`config.mk`:
```
export PLATFORM = sky130hd
export DESIGN_NAME = rom_rd_arbiter_flat
export DESIGN_NICKNAME = d
export VERILOG_FILES = /design/src/rtl/rom_rd_arbiter_if.sv /design/src/rtl/rom_rd_arbiter.sv /design/src/flat_wrapper.sv
export SDC_FILE = /design/constraint.sdc
export NUM_CORES = 1
export LEC_CHECK = 0
export CAP_MARGIN = 5
export CORE_ASPECT_RATIO = 1.1
export CORE_MARGIN = 1.5
export CORE_UTILIZATION = 47
export DETAILED_ROUTE_END_ITERATION = 6
export DONT_BUFFER_PORTS = 1
export SYNTH_ARGS = -nofsm -noshare
export SYNTH_HDL_FRONTEND = slang
export SYNTH_SLANG_ARGS = --single-unit
```
`constraint.sdc`:
```
create_clock -name clk -period 1.8 [get_ports clk]
set_input_delay 0.09 -clock clk [delete_from_list [all_inputs] [get_ports clk]]
set_output_delay 0.09 -clock clk [all_outputs]
set_load 0.1 [all_outputs]
```
`src/rtl/rom_rd_arbiter_if.sv`:
```
// Requester/ROM-side bundle for rom_rd_arbiter.
// slave = arbiter view, master = clients plus the ROM macro.
interface rom_rd_arbiter_if #(
  parameter int N_REQ = 4,
  parameter int AW    = 3,
  parameter int DW    = 16,
  parameter int LW    = 3,
  parameter int IDW   = 2
);
  logic [N_REQ-1:0]    req;
  logic [N_REQ*AW-1:0] req_addr;
  logic [N_REQ*LW-1:0] req_len;
  logic [N_REQ-1:0]    gnt;
  logic                busy;
  logic                rom_cs;
  logic [AW-1:0]       rom_addr;
  logic [DW-1:0]       rom_data;
  logic [DW-1:0]       rd_data;
  logic                rd_valid;
  logic [IDW-1:0]      rd_id;
  logic                rd_last;

  modport slave (
    input  req,
    input  req_addr,
    input  req_len,
    input  rom_data,
    output gnt,
    output busy,
    output rom_cs,
    output rom_addr,
    output rd_data,
    output rd_valid,
    output rd_id,
    output rd_last
  );

  modport master (
    output req,
    output req_addr,
    output req_len,
    output rom_data,
    input  gnt,
    input  busy,
    input  rom_cs,
    input  rom_addr,
    input  rd_data,
    input  rd_valid,
    input  rd_id,
    input  rd_last
  );
endinterface

```
`src/rtl/rom_rd_arbiter.sv`:
```
// Round-robin burst arbiter in front of a registered-output ROM.
// Bursts issue one address per cycle; data returns tagged one cycle later.
module rom_rd_arbiter #(
  parameter int N_REQ = 4,
  parameter int AW    = 3,
  parameter int DW    = 16,
  parameter int LW    = 3,
  parameter int IDW   = 2
) (
  input logic              clk,
  input logic              rst,
  rom_rd_arbiter_if.slave  bus
);

  typedef enum logic [1:0] {
    IDLE  = 2'd0,
    ISSUE = 2'd1,
    DRAIN = 2'd2
  } state_t;

  state_t         state_q;
  state_t         state_d;
  logic [IDW-1:0] ptr_q;
  logic [IDW-1:0] id_q;
  logic [IDW-1:0] win;
  logic [AW-1:0]  addr_q;
  logic [AW-1:0]  sel_addr;
  logic [LW-1:0]  cnt_q;
  logic [LW-1:0]  sel_len;
  logic           first_q;
  logic           found;
  logic           issue;
  logic           last_issue;
  logic           arb;

  // Two passes: requesters above ptr first, then wrap to the rest.
  always_comb begin
    found    = 1'b0;
    win      = '0;
    sel_addr = '0;
    sel_len  = '0;
    for (int i = 0; i < N_REQ; i++) begin
      if (!found && bus.req[i] && i > int'(ptr_q)) begin
        found    = 1'b1;
        win      = IDW'(i);
        sel_addr = bus.req_addr[i*AW +: AW];
        sel_len  = bus.req_len[i*LW +: LW];
      end
    end
    for (int i = 0; i < N_REQ; i++) begin
      if (!found && bus.req[i] && i <= int'(ptr_q)) begin
        found    = 1'b1;
        win      = IDW'(i);
        sel_addr = bus.req_addr[i*AW +: AW];
        sel_len  = bus.req_len[i*LW +: LW];
      end
    end
  end

  always_ff @(posedge clk or posedge rst) begin
    if (rst) state_q <= IDLE;
    else     state_q <= state_d;
  end

  always_comb begin
    state_d = state_q;
    unique case (state_q)
      IDLE:    if (found) state_d = ISSUE;
      ISSUE:   if (cnt_q == '0) state_d = DRAIN;
      DRAIN:   state_d = IDLE;
      default: state_d = IDLE;
    endcase
  end

  always_comb begin
    bus.busy   = 1'b0;
    bus.rom_cs = 1'b0;
    bus.gnt    = '0;
    unique case (1'b1)
      (state_q == ISSUE): begin
        bus.busy   = 1'b1;
        bus.rom_cs = 1'b1;
      end
      (state_q == DRAIN): bus.busy = 1'b1;
      default: ;
    endcase
    for (int i = 0; i < N_REQ; i++)
      bus.gnt[i] = issue && first_q && (id_q == IDW'(i));
  end

  assign issue       = (state_q == ISSUE);
  assign last_issue  = issue && (cnt_q == '0);
  assign arb         = (state_q == IDLE) && found;
  assign bus.rom_addr = addr_q;
  assign bus.rd_data  = bus.rom_data;

  always_ff @(posedge clk or posedge rst) begin
    if (rst) begin
      ptr_q   <= IDW'(N_REQ - 1);
      id_q    <= '0;
      addr_q  <= '0;
      cnt_q   <= '0;
      first_q <= 1'b0;
    end else begin
      first_q <= arb;
      if (arb) begin
        ptr_q  <= win;
        id_q   <= win;
        addr_q <= sel_addr;
        cnt_q  <= sel_len;
      end else if (issue) begin
        addr_q <= addr_q + 1'b1;
        cnt_q  <= cnt_q - 1'b1;
      end
    end
  end

  // Return tags follow the ROM's one-cycle read latency.
  always_ff @(posedge clk or posedge rst) begin
    if (rst) begin
      bus.rd_valid <= 1'b0;
      bus.rd_last  <= 1'b0;
      bus.rd_id    <= '0;
    end else begin
      bus.rd_valid <= issue;
      bus.rd_last  <= last_issue;
      bus.rd_id    <= id_q;
    end
  end

endmodule

```
`src/flat_wrapper.sv`:
```
// flat-port wrapper written by rule: the top's interface ports become plain ports
module rom_rd_arbiter_flat 
#(
  parameter int N_REQ = 4,
  parameter int AW    = 3,
  parameter int DW    = 16,
  parameter int LW    = 3,
  parameter int IDW   = 2
)
  (clk, rst, bus_req, bus_req_addr, bus_req_len, bus_rom_data, bus_gnt, bus_busy, bus_rom_cs, bus_rom_addr, bus_rd_data, bus_rd_valid, bus_rd_id, bus_rd_last);
  rom_rd_arbiter_if #(.N_REQ(N_REQ), .AW(AW), .DW(DW), .LW(LW), .IDW(IDW)) bus_i ();
  input logic clk;
  input logic rst;
  input wire logic [$bits(bus_i.req)-1:0] bus_req;
  input wire logic [$bits(bus_i.req_addr)-1:0] bus_req_addr;
  input wire logic [$bits(bus_i.req_len)-1:0] bus_req_len;
  input wire logic [$bits(bus_i.rom_data)-1:0] bus_rom_data;
  output wire logic [$bits(bus_i.gnt)-1:0] bus_gnt;
  output wire logic [$bits(bus_i.busy)-1:0] bus_busy;
  output wire logic [$bits(bus_i.rom_cs)-1:0] bus_rom_cs;
  output wire logic [$bits(bus_i.rom_addr)-1:0] bus_rom_addr;
  output wire logic [$bits(bus_i.rd_data)-1:0] bus_rd_data;
  output wire logic [$bits(bus_i.rd_valid)-1:0] bus_rd_valid;
  output wire logic [$bits(bus_i.rd_id)-1:0] bus_rd_id;
  output wire logic [$bits(bus_i.rd_last)-1:0] bus_rd_last;
  assign bus_i.req = bus_req;
  assign bus_i.req_addr = bus_req_addr;
  assign bus_i.req_len = bus_req_len;
  assign bus_i.rom_data = bus_rom_data;
  assign bus_gnt = bus_i.gnt;
  assign bus_busy = bus_i.busy;
  assign bus_rom_cs = bus_i.rom_cs;
  assign bus_rom_addr = bus_i.rom_addr;
  assign bus_rd_data = bus_i.rd_data;
  assign bus_rd_valid = bus_i.rd_valid;
  assign bus_rd_id = bus_i.rd_id;
  assign bus_rd_last = bus_i.rd_last;
  rom_rd_arbiter #(.N_REQ(N_REQ), .AW(AW), .DW(DW), .LW(LW), .IDW(IDW)) u_core (.clk(clk), .rst(rst), .bus(bus_i));
endmodule
```
==> results by group <==
Floorplanning
  – Die Span Y: 61.0 µm
  – Standard-cell rows: 20
  – Core Footprint: 2830 µm²
  – # IOs: 75
  – Die X-Extent: 55.7 µm
  – Die area: 3400 µm²
  – Initial core utilization: 0.508

Global route
  – First-pass GRT wire length: 6290 µm
  – Total GRT Usage: 0.237
  – Number of global-route vias before repair: 1378
  – Largest net degree at the start of global routing: 18
  – Gr ovfl total: 0
  – Initial antenna violation count: 0

Logic synthesis
  – Yosys top cell area share: 0.261
  – Yosys top cell by area: dfrtp_1
  – Unique masters post-synth: 44
  – Post-synthesis mux area share: 0.0139
  – Ys Warns: 0
  – Average cell area after synthesis: 8.12 µm²
  – Post-synthesis register bit count: 17
  – Post-synthesis simple-gate area fraction: 0.237
  – Post-synthesis compound-gate area fraction: 0.232
  – Synth Instances: 177
  – Largest family of logic cells by synthesized area: simple AND/OR/NAND/NOR gates
  – Post-synthesis sequential area ratio: 0.298
  – Post-synth EDFFs: 0
  – Adder-Cell Fraction of Synth Area: 0.0435
  – Leading register cell type out of synthesis: dfrtp_1
  – Mapped cell area: 1440 µm²
  – Ranking of synthesized cells by area: dfrtp_1 26%, buf_4 8.4%, a21oi_1 6.6%
  – XOR/XNOR share of the synthesized area: 0.0305
  – Syn_nets: 228
  – Async SR Flop Fraction: 1.00

Min path
  – Worst min-delay path class: in -> reg

STA
  – Final period util: 0.968
  – Rel. slew slack: 0.542
  – Fmax: 574 MHz
  – TNS Setup: 0 ns
  – Hold_ws: -0.00434 ns
  – Worst Tran Pin Value: 0.686 ns
  – Setup Skew: 0.00226 ns
  – RSZ-0062 raised after global routing: yes
  – Final hold violation count: 1
  – Final setup fails: 0
  – Crit path time final: 1.74 ns
  – Max Slew Vio Count: 0
  – Post-route setup slack: 0.0577 ns

Clocking
  – Cts bufs inserted: 3
  – TritonCTS clock tree: yes
  – Clk_lat worst skew: 0.29 ns
  – Root Buffer: clkbuf_4
  – Clk buf depth: 2
  – H-tree lvl count: 1
  – Reg clk slew, reported paths: 0.11 ns
  – Clock sinks: 17

Detailed routing
  – Residual DRC: 0
  – Wire length per cell: 17.8 µm
  – DR vias/cell: 6.26
  – 1st-iter DRT viols: 39
  – Post-Route WL: 3870 µm
  – Antenna viol nets, final: 0
  – Pre-antenna DRT Iters: 5
  – Routed via count: 1359

Place
  – Pre-CTS WS: -0.0328 ns
  – Post-DP HPWL: 2900 µm
  – PortBufs: 0
  – Final Wtd Congestion: 0.815

Setup path
  – Critical path required time: 2.02 ns
  – Reg-to-reg slack, setup: 0.06 ns
  – CP endpoint kind: flip-flop
  – Crit path kind: reg -> reg
  – Worst-path maximum fanout: 7
  – CP Launch Type: flip-flop
  – WP data arrival: 1.96 ns

Power
  – Max VDD drop: 2.48 mV
  – Pwr/cell area: 2290 nW/µm²
  – Leakage: 0.708 nW

Outcome
  – Outcome: complete, but fails checks
  – Failing checks: hold timing

Run
  – Max-Cap Viols: 0

Final layout
  – Area delta synth->final: 16.7%
  – Number of inserted diodes: 0
  – Share of cells above drive strength 1: 0.239
  – Final-stage net count: 236
-- cell type report --
type,instances,area [µm²]
Multi-Input combinational cell,125,868
Timing Repair Buffer,27,272
Inverter,11,41.3
Tap cell,33,41.3
Sequential cell,17,428
Clock buffer,3,22.5
Fill cell,269,1150
Clock inverter,1,5.00
-- worst paths after layout --
check	startpoint	end	depth (start not counted)
max	u_core.ptr_q[0]$_DFFE_PP1P_	u_core.cnt_q[1]$_DFFE_PP0P_	5
min	bus_req_addr[10]	u_core.bus.rom_addr[1]$_DFFE_PP0P_	2
max reg2reg	u_core.ptr_q[0]$_DFFE_PP1P_	u_core.cnt_q[1]$_DFFE_PP0P_	5
min reg2reg	u_core.id_q[1]$_DFFE_PP0P_	u_core.bus.rd_id[1]$_DFF_PP0_	0
max in group asynchronous	rst	u_core.id_q[1]$_DFFE_PP0P_	2
min in group asynchronous	rst	u_core.bus.rd_last$_DFF_PP0_	2
-- per-stage QoR --
stage | power [mW] | instances | utilization | cell area, µm² | hold slack, ns
6_report | 3.85 | 217 | 0.593 | 1680 | -0.00434
5_1_grt | 4.11 | 217 | 0.593 | 1680 | 0.00710
4_1_cts | 3.81 | 216 | 0.585 | 1660 | 0.000536
3_5_place_dp | 3.58 | 206 | 0.554 | 1570 | 0.118
3_3_place_gp | 3.51 | 206 | 0.554 | 1570 | 0.119
2_1_floorplan | 3.20 | 177 | - | 1510 | 0.0146
-- what timing repair did --
item	4_1_cts	5_1_grt
gates resized for setup	0	5
hold buffers	6	0
hold endpoints to repair	18	0
pin swaps	1	1
endpoints found under the setup margin	4	8
buffers inserted	0	1
-- cell usage in the layout (no fill, tap or decap), types with 2 or more instances in the layout --
master,netlist,final
a222oi_1,3,3
buf_4,16,16
xor2_1,2,2
dfrtp_1,15,15
nand2_1,15,14
clkbuf_4,0,3
a211oi_1,2,2
nand3_1,7,7
and3b_1,2,2
o211ai_1,2,2
o2111ai_1,2,2
ha_1,5,4
dfstp_2,2,2
or2b_1,2,2
a22oi_1,2,2
nor3b_1,2,2
o21ai_0,6,6
inv_1,10,9
xnor2_1,3,3
buf_12,0,4
a31oi_1,2,2
dlygate4sd3_1,0,6
nand2b_1,5,5
nor2_1,20,17
nor2_4,0,2
a221oi_1,2,2
a21oi_1,19,17
a21oi_2,0,2
o22ai_1,4,4
nor3_4,0,2
inv_2,1,2
mux2i_1,2,2
-- cell usage after synthesis (3+ instances only) --
library cell,instances
clkbuf_1,3
nand2b_1,5
nor3_1,3
nand3_1,7
o22ai_1,4
xnor2_1,3
nor2_1,20
inv_1,10
ha_1,5
o21ai_0,6
dfrtp_1,15
a21oi_1,19
nand2_1,15
buf_4,16
a222oi_1,3
-- cells by family (layout without fill, tap and decap cells) --
family	count (synthesis)	in the layout
multiplexers	2	2
XOR/XNOR	5	5
AND/OR/NAND/NOR	64	64
flip-flops	17	17
AO/OA/AOI/OAI	49	49
adder cells (fa/ha/maj)	5	5
buffers and inverters	35	42
-- power by group --
part	internal, mW	leakage [nW]	switching (mW)
clock network	0.0826	0.0177	0.132
logic	0.907	0.489	1.92
registers	0.598	0.201	0.201
-- sequential cells by signal, summed over array words and instances, names as in the netlist --
signal,flops
u_core.bus.rd_valid,1
u_core.cnt_q,3
u_core.bus.rd_last,1
u_core.id_q,2
u_core.first_q,1
u_core.ptr_q,2
u_core.bus.rom_addr,3
u_core.bus.rd_id,2
u_core.state_q,2
-- worst max-delay path, stage by stage, from the launching register on --
cell and delay [ns]:
dfstp_2 0.54, or3b_4 0.38, a311oi_4 0.30, buf_6 0.17, a222oi_1 0.10, a21oi_1 0.19
-- metal layers --
metal / track usage / share of wire / vias up / routed length, µm
li1: - / - / 629 / -
met4: 0.0697 / 0.012 / 0 / 47
met3: 0.0490 / 0.10 / 8 / 400
met5: 0 / 0 / - / 0
met2: 0.412 / 0.48 / 85 / 1870
met1: 0.302 / 0.40 / 637 / 1550
(Power assumes the default switching activity.)
